`src/rtl/switch_event_arbiter_pkg.sv`:
```
// Shared defaults and FSM encoding for the switch event arbiter.
package switch_event_arbiter_pkg;

    localparam int N_DEF  = 18;
    localparam int IW_DEF = 5;

    // Arbiter FSM: IDLE searches for a pending channel, PRESENT holds one event.
    typedef enum logic {
        IDLE    = 1'b0,
        PRESENT = 1'b1
    } state_e;

endpackage

```
`src/rtl/switch_event_arbiter_rr_pick.sv`:
```
// Round-robin picker: first set request searching upward from ptr+1, wrapping at N.
module switch_event_arbiter_rr_pick
    import switch_event_arbiter_pkg::*;
#(
    parameter int N  = N_DEF,
    parameter int IW = IW_DEF
) (
    input  logic [N-1:0]  req,
    input  logic [IW-1:0] ptr,
    output logic          any,
    output logic [IW-1:0] grant
);

    // Scan offsets 1..N from ptr; the last offset revisits ptr itself.
    always_comb begin
        int   idx;
        logic hit;
        any   = 1'b0;
        grant = '0;
        idx   = 0;
        hit   = 1'b0;
        for (int k = 1; k <= N; k++) begin
            idx = int'(ptr) + k;
            if (idx >= N) idx = idx - N;
            hit = 1'b0;
            for (int i = 0; i < N; i++) begin
                if (i == idx) hit = req[i];
            end
            if (!any && hit) begin
                any   = 1'b1;
                grant = IW'(idx);
            end
        end
    end

endmodule

```
`src/rtl/switch_event_arbiter.sv`:
```
// Switch event arbiter: detects level changes on debounced switches, queues one
// pending flag per channel and presents them one at a time, round-robin, over a
// valid/ready handshake. Changes collapsed before service raise a sticky overflow.
module switch_event_arbiter
    import switch_event_arbiter_pkg::*;
#(
    parameter int N  = N_DEF,
    parameter int IW = IW_DEF
) (
    input  logic          clk,
    input  logic          rst_n,
    input  logic [N-1:0]  sw_clean,
    output logic          evt_valid,
    input  logic          evt_ready,
    output logic [IW-1:0] evt_idx,
    output logic          evt_level,
    output logic [N-1:0]  pending,
    output logic          overflow,
    input  logic          clr_overflow
);

    state_e        state_q, state_d;
    logic [N-1:0]  sw_q, sw_d;
    logic [N-1:0]  pend_q, pend_d;
    logic [N-1:0]  lvl_q, lvl_d;
    logic          ovf_q, ovf_d;
    logic [IW-1:0] ptr_q, ptr_d;
    logic [IW-1:0] idx_q, idx_d;
    logic          level_q, level_d;

    logic [N-1:0]  chg;
    logic          pick_any;
    logic [IW-1:0] pick_idx;
    logic          grant_fire;
    logic          accept;
    logic          lvl_sel;
    logic          ovf_set;

    switch_event_arbiter_rr_pick #(
        .N  (N),
        .IW (IW)
    ) rr_pick (
        .req   (pend_q),
        .ptr   (ptr_q),
        .any   (pick_any),
        .grant (pick_idx)
    );

    // FSM state register.
    always_ff @(posedge clk or negedge rst_n) begin
        if (!rst_n) state_q <= IDLE;
        else        state_q <= state_d;
    end

    // FSM next state: grant whenever something is pending, return on acceptance.
    always_comb begin
        state_d = state_q;
        case (state_q)
            IDLE:    if (pick_any)  state_d = PRESENT;
            PRESENT: if (evt_ready) state_d = IDLE;
            default: state_d = IDLE;
        endcase
    end

    // FSM outputs; evt_valid depends only on the state register, never on evt_ready.
    always_comb begin
        evt_valid  = (state_q == PRESENT);
        grant_fire = (state_q == IDLE) && pick_any;
        accept     = (state_q == PRESENT) && evt_ready;
    end

    // Change detection and per-channel pending/level bookkeeping; a new change
    // always beats the grant clear, and only counts as overflow when it lands on
    // a flag that is not being serviced this cycle.
    always_comb begin
        sw_d    = sw_clean;
        chg     = sw_clean ^ sw_q;
        pend_d  = pend_q;
        lvl_d   = lvl_q;
        ovf_set = 1'b0;
        for (int i = 0; i < N; i++) begin
            if (grant_fire && (pick_idx == IW'(i))) pend_d[i] = 1'b0;
            if (chg[i]) begin
                pend_d[i] = 1'b1;
                lvl_d[i]  = sw_clean[i];
                if (pend_q[i] && !(grant_fire && (pick_idx == IW'(i)))) ovf_set = 1'b1;
            end
        end
        ovf_d = ovf_q;
        if (clr_overflow) ovf_d = 1'b0;
        if (ovf_set)      ovf_d = 1'b1;
    end

    // Event payload captured at grant and held through PRESENT; ptr advances on accept.
    always_comb begin
        lvl_sel = 1'b0;
        for (int i = 0; i < N; i++) begin
            if (pick_idx == IW'(i)) lvl_sel = lvl_q[i];
        end
        idx_d   = idx_q;
        level_d = level_q;
        ptr_d   = ptr_q;
        if (grant_fire) begin
            idx_d   = pick_idx;
            level_d = lvl_sel;
        end
        if (accept) ptr_d = idx_q;
    end

    // Datapath and bookkeeping registers.
    always_ff @(posedge clk or negedge rst_n) begin
        if (!rst_n) begin
            sw_q    <= '0;
            pend_q  <= '0;
            lvl_q   <= '0;
            ovf_q   <= 1'b0;
            ptr_q   <= IW'(N - 1);
            idx_q   <= '0;
            level_q <= 1'b0;
        end else begin
            sw_q    <= sw_d;
            pend_q  <= pend_d;
            lvl_q   <= lvl_d;
            ovf_q   <= ovf_d;
            ptr_q   <= ptr_d;
            idx_q   <= idx_d;
            level_q <= level_d;
        end
    end

    assign evt_idx   = idx_q;
    assign evt_level = level_q;
    assign pending   = pend_q;
    assign overflow  = ovf_q;

endmodule
```
`config.mk`:
```
export PLATFORM = sky130hd
export DESIGN_NAME = switch_event_arbiter
export DESIGN_NICKNAME = d
export VERILOG_FILES = /design/src/rtl/switch_event_arbiter_pkg.sv /design/src/rtl/switch_event_arbiter_rr_pick.sv /design/src/rtl/switch_event_arbiter.sv
export SDC_FILE = /design/constraint.sdc
export NUM_CORES = 1
export LEC_CHECK = 0
export CAP_MARGIN = 20
export CORE_MARGIN = 2
export CORE_UTILIZATION = 38
export DETAILED_ROUTE_END_ITERATION = 8
export HOLD_SLACK_MARGIN = 0.03
export SLEW_MARGIN = 20
export SYNTH_ARGS = -nofsm -noshare
export SYNTH_HDL_FRONTEND = slang
export SYNTH_SLANG_ARGS = --single-unit
```
`constraint.sdc`:
```
create_clock -name clk -period 10.8 [get_ports clk]
set_input_delay 3.24 -clock clk [delete_from_list [all_inputs] [get_ports clk]]
set_output_delay 3.24 -clock clk [all_outputs]
set_load 0.1 [all_outputs]
```
# After elaboration in Yosys (flattened, before gate mapping)

Index checks and enable logic that the tools add are counted.
W data, S select, Z words.

Bits in latches: 0
Input port bits: 22
ROM bits: 0
Word-level logic and storage cells: 1,022
RAM bits: 0
Register bits: 67
Memories: 0

Equality and inequality tests: 323
Bitwise gates (word level): 2
$lt $le $gt $ge: 18
Reductions and logical operators: 128
$add $sub $neg: 36
Multiply operators: 0
Div/mod/pow operators: 0
Mux-type cells: 473
Shift operators: 0

Operator list:

| operator                | count |
|---|---|
| $eq A5 B32 Y1 const A   | 144 |
| $eq A4 B32 Y1 const A   | 72 |
| $eq A3 B32 Y1 const A   | 36 |
| $eq A6 B32 Y1 const A   | 36 |
| $eq A2 B32 Y1 const A   | 18 |
| $ge A32 B6 Y1 const B   | 18 |
| $logic_not A32 Y1       | 18 |
| $mux W32                | 18 |
| $sub A32 B6 Y32 const B | 18 |
| $mux W1                 | 436 |
| $mux W5                 | 18 |
| $logic_and A1 B1 Y1     | 55 |
| $add A5 B4 Y6 const B   | 8 |
| $eq A5 B4 Y1 const B    | 8 |
| $reduce_bool A2 Y1      | 19 |
| $logic_not A1 Y1        | 35 |
| $add A5 B3 Y6 const B   | 4 |
| $eq A5 B3 Y1 const B    | 4 |
| $add A5 B5 Y6 const B   | 3 |
| $xor A18 B18 Y18        | 1 |
| $add A5 B2 Y6 const B   | 2 |
| $eq A5 B2 Y1 const B    | 2 |
| $eq A5 B5 Y1 const B    | 2 |
| $add A5 B1 Y6 const B   | 1 |
| other kinds (4)         | 4 |

# Longest topological paths before layout

Depth in word-level cells: 115
Gate-level depth with buffers: 33
Mapped depth without buffers: 24

# Modules after synthesis

Synthesis repeated with hierarchy kept, for this count alone.

Cells, all modules: 1,952
Area total of the unflattened synthesis: 13,646.8 sq um

By module, submodules not included:

| module                       | seq. area each (sq um) | area each (sq um) | cells an instance | instances |
|---|---|---|---|---|
| switch_event_arbiter_rr_pick | 0.0                    | 10,779.1          | 1,688             | 1 |
| switch_event_arbiter         | 1,679.1                | 2,867.8           | 264               | 1 |

# Worst setup path before layout

OpenSTA, ideal clock, no wires.

Kind: register to register
Start point: reg ptr_q[1]
End point: reg ovf_q (netlist: overflow)
Cell stages (with the launch flop): 30
Arrival time: 7.477 ns
Buffers on the path: 8
Clock period less this slack: 7.615 ns
Slack: 3.185 ns
Setup time: 0.139 ns
Path through: dfrtp_1 > buf_2 > inv_1 > buf_2 > clkbuf_1 > clkbuf_1 > ha_1 > inv_1 > clkbuf_1 > clkbuf_1 > buf_1 > ha_1 > clkbuf_1 > nand3_1 > nand2_1 > ha_1 > nand2b_1 > o41a_1 > or4_1 > nand2b_1 > a211oi_2 > nand4_4 > or3_1 > o221a_2 > o21ai_4 > and4b_4 > nand2_1 > a32oi_1 > nand4_1 > or4_1

Word-level cells in the longest chain between the ends: 115
Elaborated cells between the ends (all ways): 901
Those cells by class: add/sub: 36; order compare: 18; eq/ne: 323; mux: 415; reduce/logical: 109

RTL lines:

| element                                          | RTL line                           | source |
|---|---|---|
| start, declared                                  | switch_event_arbiter.sv:27         | `logic [IW-1:0] ptr_q, ptr_d;` |
| start signal, assigned                           | switch_event_arbiter.sv:117        | `ptr_q <= IW'(N - 1);` |
| start signal, assigned                           | switch_event_arbiter.sv:125        | `ptr_q <= ptr_d;` |
| $add A5 B1 Y6                                    | switch_event_arbiter_rr_pick.sv:23 | `idx = int'(ptr) + k;` |
| $sub A32 B6 Y32 or $ge A32 B6 Y1 (tied branches) | switch_event_arbiter_rr_pick.sv:24 | `if (idx >= N) idx = idx - N;` |
| $mux W32                                         | switch_event_arbiter_rr_pick.sv:24 |  |
| $logic_not A32 Y1                                | switch_event_arbiter_rr_pick.sv:27 | `if (i == idx) hit = req[i];` |
| $mux W1 (18 in series)                           | switch_event_arbiter_rr_pick.sv:27 |  |
| $mux W1                                          | switch_event_arbiter_rr_pick.sv:29 | `if (!any && hit) begin` |
| $logic_not A1 Y1                                 | switch_event_arbiter_rr_pick.sv:29 |  |
| $logic_and A1 B1 Y1                              | switch_event_arbiter_rr_pick.sv:29 |  |
| (+82 left out)                                   | n/a                                |  |
| $mux W1                                          | switch_event_arbiter.sv:83         | `if (chg[i]) begin` |
| $mux W1                                          | switch_event_arbiter.sv:86         | `if (pend_q[i] && !(grant_fire && (pick_idx == IW'(i)))) ovf_set = 1'b1;` |
| $mux W1                                          | switch_event_arbiter.sv:83         |  |
| $mux W1                                          | switch_event_arbiter.sv:86         |  |
| $mux W1                                          | switch_event_arbiter.sv:83         |  |
| $mux W1                                          | switch_event_arbiter.sv:86         |  |
| $mux W1 (*)                                      | switch_event_arbiter.sv:83         |  |
| $mux W1 or $reduce_bool A2 Y1 (tied branches)    | n/a                                |  |
| end signal, assigned                             | switch_event_arbiter.sv:124        | `ovf_q <= ovf_d;` |
| end, declared                                    | switch_event_arbiter.sv:26         | `logic ovf_q, ovf_d;` |

Mark *: on every way between the ends. The rest lies on a longest branch, timed or not.
A chain may end at the register's enable or synchronous reset.

# Final worst setup path

Start point: reg ptr_q[0]
End point: reg ovf_q (netlist: overflow)

Same word-level chain as after synthesis.

==> metrics.yaml <==
final.setup_skew_ps: 7.51
setup_tns_ps: 0
antenna_found_initial: 1
gp_congestion: 1.04
synth_edf_count: 0
final_max_slew_viol_count: 0
wl_met3_um: 7330
grt.total_usage_pct: 35.0
cts_hold_buf: 0
startpoint_type: "flip-flop"
core_sq_mm: 0.0365
worst-slew-pin-transition_ps: 1150
ys_async_sr_fraction_pct: 100
overflow: 0
drt-wirelength-per-cell_um: 28.7
ys_top_cells_by_area: "dfrtp_1, nand2_1, o21ai_0, ha_1, a21oi_1"
maxSlewHeadroom_pct: 22.6
arrival_ps: 8610
dr_wl_met2_um: 29300
grt_max_degree: 68
drc: 0
reg2reg_to: "overflow$_DFFE_PN0P_"
r2r_slack_ps: 2390
num_vias: 17200
via_per_inst: 7.10
drv_cap: 0
synth.cell_area_sq_mm: 0.0140
path_cells: "inv_2 -> ha_1 -> xor2_1 -> ha_1 -> nand2_1 -> nand2_1 -> ha_1 -> nand2b_1 -> nor3_1 -> nand2b_1 -> a22oi_1 -> nor2_1 -> a22oi_1 -> a31o_2 -> and2_0 -> nand4_4 -> nor3_1 -> a2111oi_0 -> nor4_4 -> and4b_1 -> nand2_1 -> nand3_1 -> o221ai_1 -> or4_1"
whs_path_depth: 1
postSynthAreaPerCell_sq_um: 7.08
synth_seq_area_share_pct: 12.0
wl_um: 69500
synth.most_common_cell: "nand2_1"
yosys.area.top_type: "dfrtp_1"
yosysWarnings: 0
critPathSlowestCell: "dfstp_4"
postCtsSetupBuffers: 0
m1WireLength_um: 28600
path_class: "flip-flop to flip-flop"
grt_pass1_vias: 15900
synth-seq-cells: 67
crit_required_ps: 11000
finalCritPeriodShare_pct: 77.9
layout-drive-gt1-share_pct: 8.85
initial_utilization_pct: 38.4
dieArea_sq_mm: 0.0385
hp-class: "flip-flop to flip-flop"
worstReg2RegStart: "ptr_q[0]$_DFFE_PN1P_"
synth_fp_nets: 2060
die_w_um: 196
synth_common_cells: "nand2_1, nor2_1, o21ai_0"
rows: 70
setup_viol: 0
synth_top_flop_cell: "dfrtp_1"
slowest_delay_ps: 1020
grt_setup_unrepaired: "false"
grt_pass1_wl_um: 103000
crit_start: "ptr_q[0]$_DFFE_PN1P_"
path_clk_slew_ps: 60
yosysUniqueCellTypes: 121
cts_buffers: 9
status: "finished, final reports clean"
syn_to_final_growth_pct: 7.73
drt_pre_antenna_iters: 6
finalNetCount: 2026
worstRegToRegCells: 24
placement.io_buffers: 47
timing.fmax_mhz: 119
final.min_clock_period_ps: 8410
clock-sinks: 67
top_layer: "met4"
crit_path_end: "overflow$_DFFE_PN0P_"
fill_cells: 3806
synth.top_cell.area_share_pct: 11.6
cts_tree: "built"
cts_root_buffer: "clkbuf_16"
pin_count: 48
antenna_cells: 0
hpwl_um: 52400
die_height_um: 196
clk_path_buf_depth: 2
ant_nets: 0
finalHoldViolCount: 0
cts_resized: 0
end_kind: "flip-flop"
worstPathMaxFanout: 54
drtIter0Drc: 2332
h-tree-depth: 3
syn-instance-count: 1984
clk_latency_ps: 340
## through the flow
step | area [sq um] | setup WS (ps) | util (%) | hold WS (ps) | cells
after floorplan | 14000 | 3180 | - | 455 | 1984
after global placement | 14800 | 2780 | 40.5 | 460 | 2407
after detailed placement | 14800 | 2700 | 40.5 | 472 | 2407
after CTS | 15100 | 2670 | 41.4 | 482 | 2423
after global routing | 15100 | 1950 | 41.4 | 495 | 2423
final | 15100 | 2390 | 41.4 | 478 | 2423
## placed cells by master (no fill, tap or decap), types with 42 or more instances in the layout
cell / count
nor3_1: 66
nand2_1: 201
a21o_1: 43
ha_1: 52
inv_1: 42
nand3_1: 78
dfrtp_1: 63
o21ai_0: 146
mux2i_1: 45
clkdlybuf4s50_1: 46
a21oi_1: 121
nor2_1: 161
## cell type report
class | count | area (sq um) | share of cell area, %
multi-input combinational | 1724 | 11500 | 76.2
sequential | 67 | 1690 | 11.1
timing repair buffer | 88 | 773 | 5.11
tap | 468 | 586 | 3.87
clock buffer | 9 | 225 | 1.49
inverter | 60 | 225 | 1.49
clock inverter | 7 | 100 | 0.662
## layer usage
metal	vias to the layer above	GRT usage, %
li1	7613	-
met1	8290	46.4
met5	-	0
met3	233	8.27
met4	0	18.5
met2	1056	52.7
## state kept, by name, indices dropped and copies added, names as in the netlist
signal / count
evt_level: 1
overflow: 1
sw_q: 18
lvl_q: 18
evt_valid: 1
ptr_q: 5
pending: 18
evt_idx: 5
## worst min-delay path by stage
stage                                   from                     to  slack [ps]
final                     sw_q[14]$_DFF_PN0_  lvl_q[14]$_DFFE_PN0P_         480
after global routing      sw_q[10]$_DFF_PN0_  lvl_q[10]$_DFFE_PN0P_         500
after CTS                 sw_q[17]$_DFF_PN0_  lvl_q[17]$_DFFE_PN0P_         480
after detailed placement   sw_q[8]$_DFF_PN0_   lvl_q[8]$_DFFE_PN0P_         470
after global placement     sw_q[4]$_DFF_PN0_   lvl_q[4]$_DFFE_PN0P_         460
after floorplan            sw_q[0]$_DFF_PN0_   lvl_q[0]$_DFFE_PN0P_         460
## kinds of logic (layout without fill, tap and decap cells)
group                      after synthesis  after routing  share of synthesized area [%]
xor gates and xnor gates                52             52                           3.40
buffers and inverters                  193            164                           5.98
DFF                                     67             67                           12.0
AOI/OAI and AO/OA                      764            764                           38.8
adders and majority gates               54             54                           4.87
muxes                                   77             77                           6.17
and+or+nand+nor                        777            777                           28.8
## worst max-delay path: cells and delay by family (launching register included)
| kind | cells | cell delay [ps] |
|---|---|---|
| buffers and inverters | 1 | 370 |
| AO/OA/AOI/OAI | 5 | 1000 |
| XOR/XNOR | 1 | 820 |
| AND/OR/NAND/NOR | 14 | 3970 |
| adder cells (fa/ha/maj) | 3 | 1070 |
| flip-flops | 1 | 1020 |
Power is left out: the tool's default activity adds up to more than one toggle a clock period on the data nets, which glitch-free logic cannot reach.
